<file path="config.mk">
export PLATFORM = sky130hd
export DESIGN_NAME = vid_pix_drain
export DESIGN_NICKNAME = d
export VERILOG_FILES = /design/src/rtl/vid_pix_pkg.sv /design/src/rtl/vid_pix_drain.sv
export SDC_FILE = /design/constraint.sdc
export NUM_CORES = 1
export LEC_CHECK = 0
export CORE_ASPECT_RATIO = 0.6
export CORE_MARGIN = 2
export CORE_UTILIZATION = 47
export DETAILED_ROUTE_END_ITERATION = 16
export GPL_ROUTABILITY_DRIVEN = 0
export PLACE_DENSITY = 0.87
export SETUP_SLACK_MARGIN = 0.02
export SLEW_MARGIN = 0
export SYNTH_ARGS = -nofsm -noshare
export SYNTH_HDL_FRONTEND = slang
export SYNTH_SLANG_ARGS = --single-unit
</file>
<file path="constraint.sdc">
create_clock -name clk -period 3.8 [get_ports clk]
set_clock_uncertainty 0.05 [all_clocks]
set_input_delay 0.76 -clock clk [delete_from_list [all_inputs] [get_ports clk]]
set_output_delay 0.76 -clock clk [all_outputs]
set_load 0.02 [all_outputs]
</file>
<file path="src/rtl/vid_pix_pkg.sv">
// Shared constants and types for the video pixel FIFO and its read-side drain.
// Holds the drain state encoding, the rewind-count width and FIFO geometry.
package vid_pix_pkg;

    localparam int PIX_W      = 32;
    localparam int RWD_W      = 5;
    localparam int FIFO_AW    = 10;
    localparam int FIFO_DEPTH = 1024;

    typedef enum logic [2:0] {
        ST_IDLE = 3'd0,
        ST_CMD  = 3'd1,
        ST_DATA = 3'd2,
        ST_WAIT = 3'd3,
        ST_RWD  = 3'd4
    } drain_state_e;

    function automatic logic [15:0] sat_inc16(input logic [15:0] v);
        if (v == 16'hFFFF) begin
            return v;
        end else begin
            return v + 16'd1;
        end
    endfunction

endpackage

</file>
<file path="src/rtl/vid_pix_drain.sv">
// Drains the pixel FIFO into frame memory as fixed-length write bursts,
// rewinding the FIFO and retrying at the same address when a burst aborts.
module vid_pix_drain
    import vid_pix_pkg::*;
#(
    parameter int BURST_LEN   = 16,
    parameter int ADDR_WIDTH  = 24,
    parameter int FRAME_WORDS = 76800
) (
    input  logic                  clk,
    input  logic                  rst_n,
    input  logic [PIX_W-1:0]      f_data,
    output logic                  f_ena,
    input  logic                  f_aempty,
    input  logic                  f_empty,
    output logic [RWD_W-1:0]      f_rwd_words,
    output logic                  f_rwd_stb,
    output logic [ADDR_WIDTH-1:0] m_addr,
    output logic [RWD_W-1:0]      m_len,
    output logic                  m_valid,
    input  logic                  m_ready,
    output logic [PIX_W-1:0]      m_wdata,
    input  logic                  m_wnext,
    input  logic                  m_done,
    input  logic                  m_abort,
    input  logic                  ctl_run,
    input  logic                  ctl_flush,
    output logic                  stat_busy,
    output logic                  stat_frame_wrap,
    output logic [15:0]           stat_retries
);

    localparam logic [RWD_W-1:0]    BURST_LEN_C = RWD_W'(BURST_LEN);
    localparam logic [ADDR_WIDTH:0] FRAME_C     = (ADDR_WIDTH+1)'(FRAME_WORDS);

    drain_state_e          state_r, state_s;
    logic [RWD_W-1:0]      len_r, len_s;
    logic [RWD_W-1:0]      pcnt_r, pcnt_s;
    logic [ADDR_WIDTH-1:0] addr_r, addr_s;
    logic [15:0]           retries_r, retries_s;
    logic [RWD_W-1:0]      rwd_words_r, rwd_words_s;
    logic [ADDR_WIDTH:0]   sum_s;
    logic                  wrap_s;
    logic                  pop_s;
    logic                  m_valid_r;
    logic [RWD_W-1:0]      m_len_r;
    logic                  rwd_stb_r;
    logic                  busy_r;
    logic                  wrap_r;

    // Next-state, pop and bookkeeping decode
    always_comb begin
        state_s     = state_r;
        len_s       = len_r;
        pcnt_s      = pcnt_r;
        addr_s      = addr_r;
        retries_s   = retries_r;
        rwd_words_s = rwd_words_r;
        wrap_s      = 1'b0;
        pop_s       = 1'b0;
        sum_s       = {1'b0, addr_r} + (ADDR_WIDTH+1)'(len_r);
        case (state_r)
            ST_IDLE: begin
                if (ctl_run && !f_aempty) begin
                    state_s = ST_CMD;
                    len_s   = BURST_LEN_C;
                end else if (ctl_run && ctl_flush && !f_empty) begin
                    state_s = ST_CMD;
                    len_s   = RWD_W'(1);
                end else begin
                    state_s = ST_IDLE;
                end
            end
            ST_CMD: begin
                if (m_ready) begin
                    state_s = ST_DATA;
                    pcnt_s  = {RWD_W{1'b0}};
                end else begin
                    state_s = ST_CMD;
                end
            end
            ST_DATA: begin
                pop_s  = m_wnext;
                pcnt_s = pcnt_r + RWD_W'(m_wnext);
                // The pop of this same cycle is already counted in pcnt_s
                if (m_abort) begin
                    state_s     = ST_RWD;
                    rwd_words_s = pcnt_s;
                    retries_s   = sat_inc16(retries_r);
                end else if (pcnt_s == len_r) begin
                    state_s = ST_WAIT;
                end else begin
                    state_s = ST_DATA;
                end
            end
            ST_WAIT: begin
                if (m_abort) begin
                    state_s     = ST_RWD;
                    rwd_words_s = pcnt_r;
                    retries_s   = sat_inc16(retries_r);
                end else if (m_done) begin
                    state_s = ST_IDLE;
                    if (sum_s >= FRAME_C) begin
                        addr_s = {ADDR_WIDTH{1'b0}};
                        wrap_s = 1'b1;
                    end else begin
                        addr_s = sum_s[ADDR_WIDTH-1:0];
                    end
                end else begin
                    state_s = ST_WAIT;
                end
            end
            ST_RWD: begin
                state_s = ST_IDLE;
            end
            default: begin
                state_s = ST_IDLE;
            end
        endcase
    end

    // State, counters, address and registered outputs
    always_ff @(posedge clk or negedge rst_n) begin
        if (!rst_n) begin
            state_r     <= ST_IDLE;
            len_r       <= {RWD_W{1'b0}};
            pcnt_r      <= {RWD_W{1'b0}};
            addr_r      <= {ADDR_WIDTH{1'b0}};
            retries_r   <= 16'd0;
            rwd_words_r <= {RWD_W{1'b0}};
            m_valid_r   <= 1'b0;
            m_len_r     <= {RWD_W{1'b0}};
            rwd_stb_r   <= 1'b0;
            busy_r      <= 1'b0;
            wrap_r      <= 1'b0;
        end else begin
            state_r     <= state_s;
            len_r       <= len_s;
            pcnt_r      <= pcnt_s;
            addr_r      <= addr_s;
            retries_r   <= retries_s;
            rwd_words_r <= rwd_words_s;
            m_valid_r   <= (state_s == ST_CMD);
            rwd_stb_r   <= (state_s == ST_RWD) && (rwd_words_s != {RWD_W{1'b0}});
            busy_r      <= (state_s != ST_IDLE);
            wrap_r      <= wrap_s;
            if (state_s == ST_CMD) begin
                m_len_r <= len_s - RWD_W'(1);
            end else begin
                m_len_r <= m_len_r;
            end
        end
    end

    assign f_ena           = pop_s;
    assign m_wdata         = f_data;
    assign f_rwd_words     = rwd_words_r;
    assign f_rwd_stb       = rwd_stb_r;
    assign m_addr          = addr_r;
    assign m_len           = m_len_r;
    assign m_valid         = m_valid_r;
    assign stat_busy       = busy_r;
    assign stat_frame_wrap = wrap_r;
    assign stat_retries    = retries_r;

endmodule

</file>
Yosys cells after proc, flatten, opt, wreduce, memory -nomap -nowiden
Cells that the tools add are included.
{"block": "totals", "register_bits": 67, "output_inout_bits": 87, "input_bits": 42}
{"block": "op_classes", "n_lt_le_gt_ge": 1, "n_bitwise": 2, "n_mux": 22, "eq_ne": 8, "reduce_logical": 14, "add_sub_neg": 4}
{"cell": "$mux W5", "n": 6}
{"cell": "$add A24 B5 Y25", "n": 1}
{"cell": "$ge A25 B17 Y1 const B", "n": 1}
{"cell": "$mux W24", "n": 1}
{"cell": "$pmux W5 S2", "n": 2}
{"cell": "$add A16 B1 Y16 const B", "n": 1}
{"cell": "$eq A16 B16 Y1 const B", "n": 1}
{"cell": "$pmux W3 S4", "n": 1}
{"cell": "$mux W1", "n": 8}
{"cell": "$eq A3 B1 Y1 const B", "n": 2}
{"cell": "$eq A3 B2 Y1 const B", "n": 2}
{"cell": "$mux W3", "n": 2}
{"cell": "$reduce_and A3 Y1", "n": 2}
{"cell": "$add A5 B1 Y5", "n": 1}
{"cell": "$eq A5 B5 Y1", "n": 1}
{"cell": "$reduce_bool A5 Y1", "n": 1}
{"cell": "$sub A5 B1 Y5 const B", "n": 1}
{"cell": "$logic_and A1 B1 Y1", "n": 4}
{"cell": "$mux W2", "n": 2}
{"cell": "$eq A3 B3 Y1 const B", "n": 1}
{"cell": "$logic_not A3 Y1", "n": 1}
{"cell": "$reduce_bool A3 Y1", "n": 1}
{"cell": "$logic_not A1 Y1", "n": 2}
{"cell": "$ne A2 B2 Y1 const B", "n": 1}
{"cell": "other kinds (4)", "n": 5}

Longest topological paths before layout
Gate-level depths: netlist of the first run.
{"block": "depth", "depth_word": 7, "mapped_depth": 10, "depth_no_buf": 9}

Least setup slack after synthesis of the first run
No wires, ideal clock.
{"block": "synth_path", "path_kind": "reg2reg", "startpoint": "reg addr_r[0] (netlist: m_addr[0])", "endpoint": "reg addr_r[8] (netlist: m_addr[8])", "slack_ns": 0.758, "setup_time_ns": 0.101, "stages_incl_launch_ff": 10, "t_arrival_ns": 2.891, "synth_period_minus_slack_ns": 3.042, "required_time_ns": 3.649, "cell_sequence": "dfrtp_1 -> ha_1 -> fa_1 -> a21oi_1 -> o22a_2 -> nor4b_2 -> or3_1 -> a221oi_4 -> o2111ai_4 -> o311ai_2"}
{"block": "synth_between", "elab_chain_cells": 3}
{"item": "start: declaration", "line": "vid_pix_drain.sv:39", "rtl": "logic [ADDR_WIDTH-1:0] addr_r, addr_s;"}
{"item": "start signal: assignment", "line": "vid_pix_drain.sv:128", "rtl": "addr_r <= {ADDR_WIDTH{1'b0}};"}
{"item": "start signal: assignment", "line": "vid_pix_drain.sv:140", "rtl": "addr_r <= addr_s;"}
{"item": "$add A24 B5 Y25 *", "line": "vid_pix_drain.sv:61", "rtl": "sum_s = {1'b0, addr_r} + (ADDR_WIDTH+1)'(len_r);"}
{"item": "$ge A25 B17 Y1", "line": "vid_pix_drain.sv:103", "rtl": "if (sum_s >= FRAME_C) begin"}
{"item": "$mux W24 *", "line": "vid_pix_drain.sv:103"}
Mark *: on every way between the ends. The rest lies on a longest branch, timed or not.
A chain may end at the register's enable or synchronous reset.

Final worst setup path of the first run
{"block": "layout_path", "startpoint": "reg len_r[0]", "endpoint": "reg wrap_r (netlist: stat_frame_wrap)"}
{"block": "layout_between", "elab_chain_cells": 6}
{"item": "start: declaration", "line": "vid_pix_drain.sv:37", "rtl": "logic [RWD_W-1:0] len_r, len_s;"}
{"item": "start signal: assignment", "line": "vid_pix_drain.sv:126", "rtl": "len_r <= {RWD_W{1'b0}};"}
{"item": "start signal: assignment", "line": "vid_pix_drain.sv:138", "rtl": "len_r <= len_s;"}
{"item": "$add A24 B5 Y25", "line": "vid_pix_drain.sv:61"}
{"item": "$ge A25 B17 Y1", "line": "vid_pix_drain.sv:103"}
{"item": "$mux W1", "line": "vid_pix_drain.sv:103"}
{"item": "$mux W1", "line": "vid_pix_drain.sv:101", "rtl": "end else if (m_done) begin"}
{"item": "$mux W1", "line": "vid_pix_drain.sv:97", "rtl": "if (m_abort) begin"}
{"item": "$mux W1", "line": "vid_pix_drain.sv:62", "rtl": "case (state_r)"}
{"item": "named net wrap_s", "line": "vid_pix_drain.sv:43", "rtl": "logic wrap_s;"}
{"item": "end signal: assignment", "line": "vid_pix_drain.sv:146", "rtl": "wrap_r <= wrap_s;"}
{"item": "end: declaration", "line": "vid_pix_drain.sv:49", "rtl": "logic wrap_r;"}
The timed path passes the listed nets, and every way through them passes these cells.

==> flow_results.org, run 1 <==
** Outcome
- The run finished with clean final reports.

** Synth
- The cell count after synthesis came out at 420.
- Most repeated cell in the gate-level netlist after synthesis :: sky130_fd_sc_hd__dfrtp_1
- Counting flops with an async set or reset pin after synthesis yields a share of 100%.
- Summed over its instances, the top area cell type makes up 42.2% of the synthesized netlist area.
- The synthesized design contains 67 register bits.
- Top cells by count, synth :: sky130_fd_sc_hd__dfrtp_1, sky130_fd_sc_hd__nand2_1, sky130_fd_sc_hd__buf_4, sky130_fd_sc_hd__o21ai_0, sky130_fd_sc_hd__nor2_1
- For this run, the leading register cell type out of synthesis is sky130_fd_sc_hd__dfrtp_1.
- The portion of synthesized area spent on multiplexers is 1.83%.
- Summing the areas of all compound-gate instances in the mapped netlist gives 16.7% of the synthesized area.
- The synthesized netlist devotes 7.05% of its cell area to XOR and XNOR gates.
- Adder-cell share of the synthesized area :: 3.34%
- The synthesized design contains 0 enable-type register cells.
- Summing the areas of all and, or, nand and nor instances in the mapped netlist gives 20.0% of the synthesized area.
- Average cell area after synthesis :: 9.46 um2
- Synth warn :: 0
- After synthesis, the largest family of logic cells by area is simple AND/OR/NAND/NOR gates.
- Yosys mapped the design onto 53 distinct sky130hd cell types.
- Leading cell types by total area after synthesis :: sky130_fd_sc_hd__dfrtp_1, sky130_fd_sc_hd__buf_4, sky130_fd_sc_hd__nand2_1, sky130_fd_sc_hd__o2111ai_1, sky130_fd_sc_hd__xnor2_1
- sky130_fd_sc_hd__dfrtp_1 takes more of the synthesized area than any other cell.
- Share of the yosys chip area belonging to registers :: 42.2%
- The number of nets in the synthesized netlist is 472.
- Summing every instance area after synthesis gives 3980 um2.

** Run
- Count of maximum capacitance violations :: 0

** Setup path
- CP Class :: flip-flop to flip-flop
- The largest individual stage delay along the critical path comes from the cell sky130_fd_sc_hd__a221oi_4.
- Critical path required time :: 3.97 ns
- Critical register-to-register path startpoint :: len_r[0]
- Counting both buffers and inverters, the worst setup path holds a total of 0.
- CP top delay family :: compound AO/OA/AOI/OAI gates
- The worst setup path is captured at a flip-flop.
- The signal on the critical path passes through ha_1, fa_1, a21oi_1, o22a_2, nor4b_2, or3_1, a221oi_4, o211ai_1, and2_1.
- Largest stage delay on the critical path :: 0.48 ns
- Startpoint Class :: flip-flop
- Worst flop-to-flop path endpoint :: stat_frame_wrap
- Worst Path Arrival :: 3.60 ns
- Of all nets on the critical path, the largest fanout is 8.
- R2R depth :: 9
- In this run the register-to-register setup slack is 0.37 ns.

** STA
- In this run the tightest slew margin relative to its limit is 50.1%.
- Timing would allow up to 291 MHz.
- Across all setup checks in the final design, the least slack found is 0.369 ns.
- Adding up every negative setup slack in the final design gives 0 ns.
- Dividing the final minimum period by the clock period gives 90.3%.
- Endpoints failing setup :: 0
- Setup repair after global routing left no endpoint under its margin.
- Transition time at the pin with the least slew margin :: 0.740 ns
- The final number of hold-violating endpoints came to 0.
- The count of final max-slew check failures was 0.
- The clock period could shrink to 3.43 ns.

** Route
- Total via count after detailed routing :: 3,298
- Number of DRC violations after detailed routing :: 0
- In this run the remaining antenna-violating nets after routing total 0.
- After detailed routing, the total wire length is 9720 um.
- Drt wl/cell :: 17.1 um
- Count of routing violations after the opening detailed-route iteration :: 347
- The pre-antenna-repair detailed-routing pass consisted of 4 iterations.
- Via-to-Cell Ratio :: 5.81

** Cells and area
- Total number of nets in the final design :: 507
- Once layout is complete, the utilization of the core stands at 60.1%.
- The repair_antennas step left the layout with diodes totalling 0.
- Area growth, synth to finish :: 21.5%
- The post-route netlist has 8.70% of its cells at a drive strength greater than 1.

** Placed design
- Input and output buffers added on the ports amount to 64.
- Summed over all nets, the half-perimeter wirelength after detailed placement is 6940 um.
- OpenSTA, run right after detailed placement, puts the worst setup slack at 0.425 ns.

** CTS
- Post-CTS repair changed the size of 0 cells.
- Skew-Pair Late Insertion Delay :: 0.33 ns
- For this design, the CTS-stage hold fixing added 0 buffers.
- Clock net sink count :: 67
- Maximum buffer depth of the clock tree :: 2
- Number of post-CTS setup repair buffers :: 0
- TritonCTS clock tree :: yes
- After clock tree synthesis, the clock-pin slew on the worst setup and hold paths is 0.06 ns.
- H-tree depth reported by CTS :: 3
- TritonCTS Buffers :: 9
- The cell sitting at the root of the clock tree is a sky130_fd_sc_hd__clkbuf_16.

** Pwr
- Post-layout total power :: 3.08 mW
- The analysis attributes to cell leakage a power of 2.13 nW.
- Total power divided by cell area :: 637 nW/um2
- Worst-case vdd ir drop :: 0.337 mV

** GRT
- Aggregate global routing overflow :: 0
- Overall global routing resource usage :: 22.9%
- Entering global routing, the biggest net connects 27 pins.
- The first global-routing pass estimated 16,000 um of wire.
- Via count of the first global-routing pass :: 3,143
- The initial antenna violation count was 0.

** Worst hold path
- The min-delay analysis places its worst path in the category input port to asynchronous set/reset pin.

** Die
- The region available for standard cell placement spans 8040 um2.
- In this run the horizontal extent of the chip is 123 um.
- Number of cell rows :: 25
- In this run the vertical extent of the chip is 75.2 um.
- Initial cell density of the core :: 49.4%
- Number of top-level pins :: 129
- Area of the die :: 9230 um2
## how the worst max path moves through the flow
stage	startpoint	to	slack (ns)	cells past startpoint
finish	len_r[0]	stat_frame_wrap	0.37	9
global route	len_r[0]	m_addr[11]	0.19	9
CTS	len_r[0]	stat_frame_wrap	0.41	9
detailed placement	len_r[0]	stat_frame_wrap	0.42	9
global placement	m_addr[0]	stat_frame_wrap	0.57	9
floorplan	m_addr[0]	m_addr[8]	0.76	9
## metrics by stage
step / cells / hold WS [ns] / area (um2)
2_1_floorplan: 420 / 0.414 / 3980
3_3_place_gp: 552 / 0.420 / 4490
3_5_place_dp: 552 / 0.431 / 4490
4_1_cts: 568 / 0.376 / 4830
5_1_grt: 568 / 0.380 / 4830
6_report: 568 / 0.354 / 4830
## sequential cells by signal, summed over array words and instances, names as in the netlist
signal           flops
m_valid              1
state_r              3
stat_busy            1
len_r                5
m_len                5
stat_retries        16
f_rwd_stb            1
m_addr              24
f_rwd_words          5
stat_frame_wrap      1
pcnt_r               5
## final cells by class
class                   count  area [um2]
clock buffers               9         225
clock inverters             7         116
fillers                   643        3210
inverters                  15        56.3
multi-input cells         292        1940
flip-flops and latches     67        1680
well taps                 108         135
repair buffers             70         681
## power breakdown
group | total, mW | internal (mW) | switching (mW)
registers | 1.05 | 0.851 | 0.195
logic | 1.08 | 0.479 | 0.604
clock network | 0.949 | 0.639 | 0.310
total | 3.08 | 1.97 | 1.11
## kinds of logic (layout without fill, tap and decap cells)
kind of cell / after synthesis / count (layout)
DFF: 67 / 67
xor gates and xnor gates: 32 / 32
and+or+nand+nor: 158 / 158
AOI/OAI and AO/OA: 85 / 85
buffers and inverters: 61 / 101
adders and majority gates: 10 / 10
muxes: 7 / 7
## worst register-to-register path: stages, from the launching register on
cell,delay [ns]
sky130_fd_sc_hd__dfrtp_1,0.42
sky130_fd_sc_hd__ha_1,0.23
sky130_fd_sc_hd__fa_1,0.42
sky130_fd_sc_hd__a21oi_1,0.27
sky130_fd_sc_hd__o22a_2,0.29
sky130_fd_sc_hd__nor4b_2,0.08
sky130_fd_sc_hd__or3_1,0.36
sky130_fd_sc_hd__a221oi_4,0.48
sky130_fd_sc_hd__o211ai_1,0.42
sky130_fd_sc_hd__and2_1,0.30
## cells in the final DEF (no fill, tap or decap), types with 9 or more instances in the layout
cell                               n
sky130_fd_sc_hd__nor2_1           20
sky130_fd_sc_hd__o21ai_0          21
sky130_fd_sc_hd__ha_1              9
sky130_fd_sc_hd__clkdlybuf4s50_1  63
sky130_fd_sc_hd__nor3_1            9
sky130_fd_sc_hd__nand3_1          19
sky130_fd_sc_hd__o211ai_1          9
sky130_fd_sc_hd__xor2_1           14
sky130_fd_sc_hd__o2111ai_1        18
sky130_fd_sc_hd__and2_1           13
sky130_fd_sc_hd__nand4_1           9
sky130_fd_sc_hd__inv_1            15
sky130_fd_sc_hd__nand2_1          55
sky130_fd_sc_hd__xnor2_1          18
sky130_fd_sc_hd__a21oi_1           9
sky130_fd_sc_hd__dfrtp_1          67
sky130_fd_sc_hd__clkbuf_16         9
## metal layers
layer / vias up / track usage (%) / part of all wire, % / wire length [um]
li1: 1542 / - / - / -
met1: 1595 / 32.6 / 48 / 4670
met2: 138 / 31.9 / 42 / 4120
met3: 23 / 7.35 / 7.8 / 761
met4: 0 / 9.83 / 1.7 / 167
met5: - / 0 / 0 / 0
(Power assumes the default switching activity.)
==> run 2: changes to the inputs <==
--- a/config.mk
+++ b/config.mk
@@ -10,6 +10,7 @@
 export CORE_UTILIZATION = 47
 export DETAILED_ROUTE_END_ITERATION = 16
 export GPL_ROUTABILITY_DRIVEN = 0
+export GPL_TIMING_DRIVEN = 1
 export PLACE_DENSITY = 0.87
 export SETUP_SLACK_MARGIN = 0.02
 export SLEW_MARGIN = 0
==> results of run 2 <==
The final DEF is identical to that of run 1; final timing and power are the same.
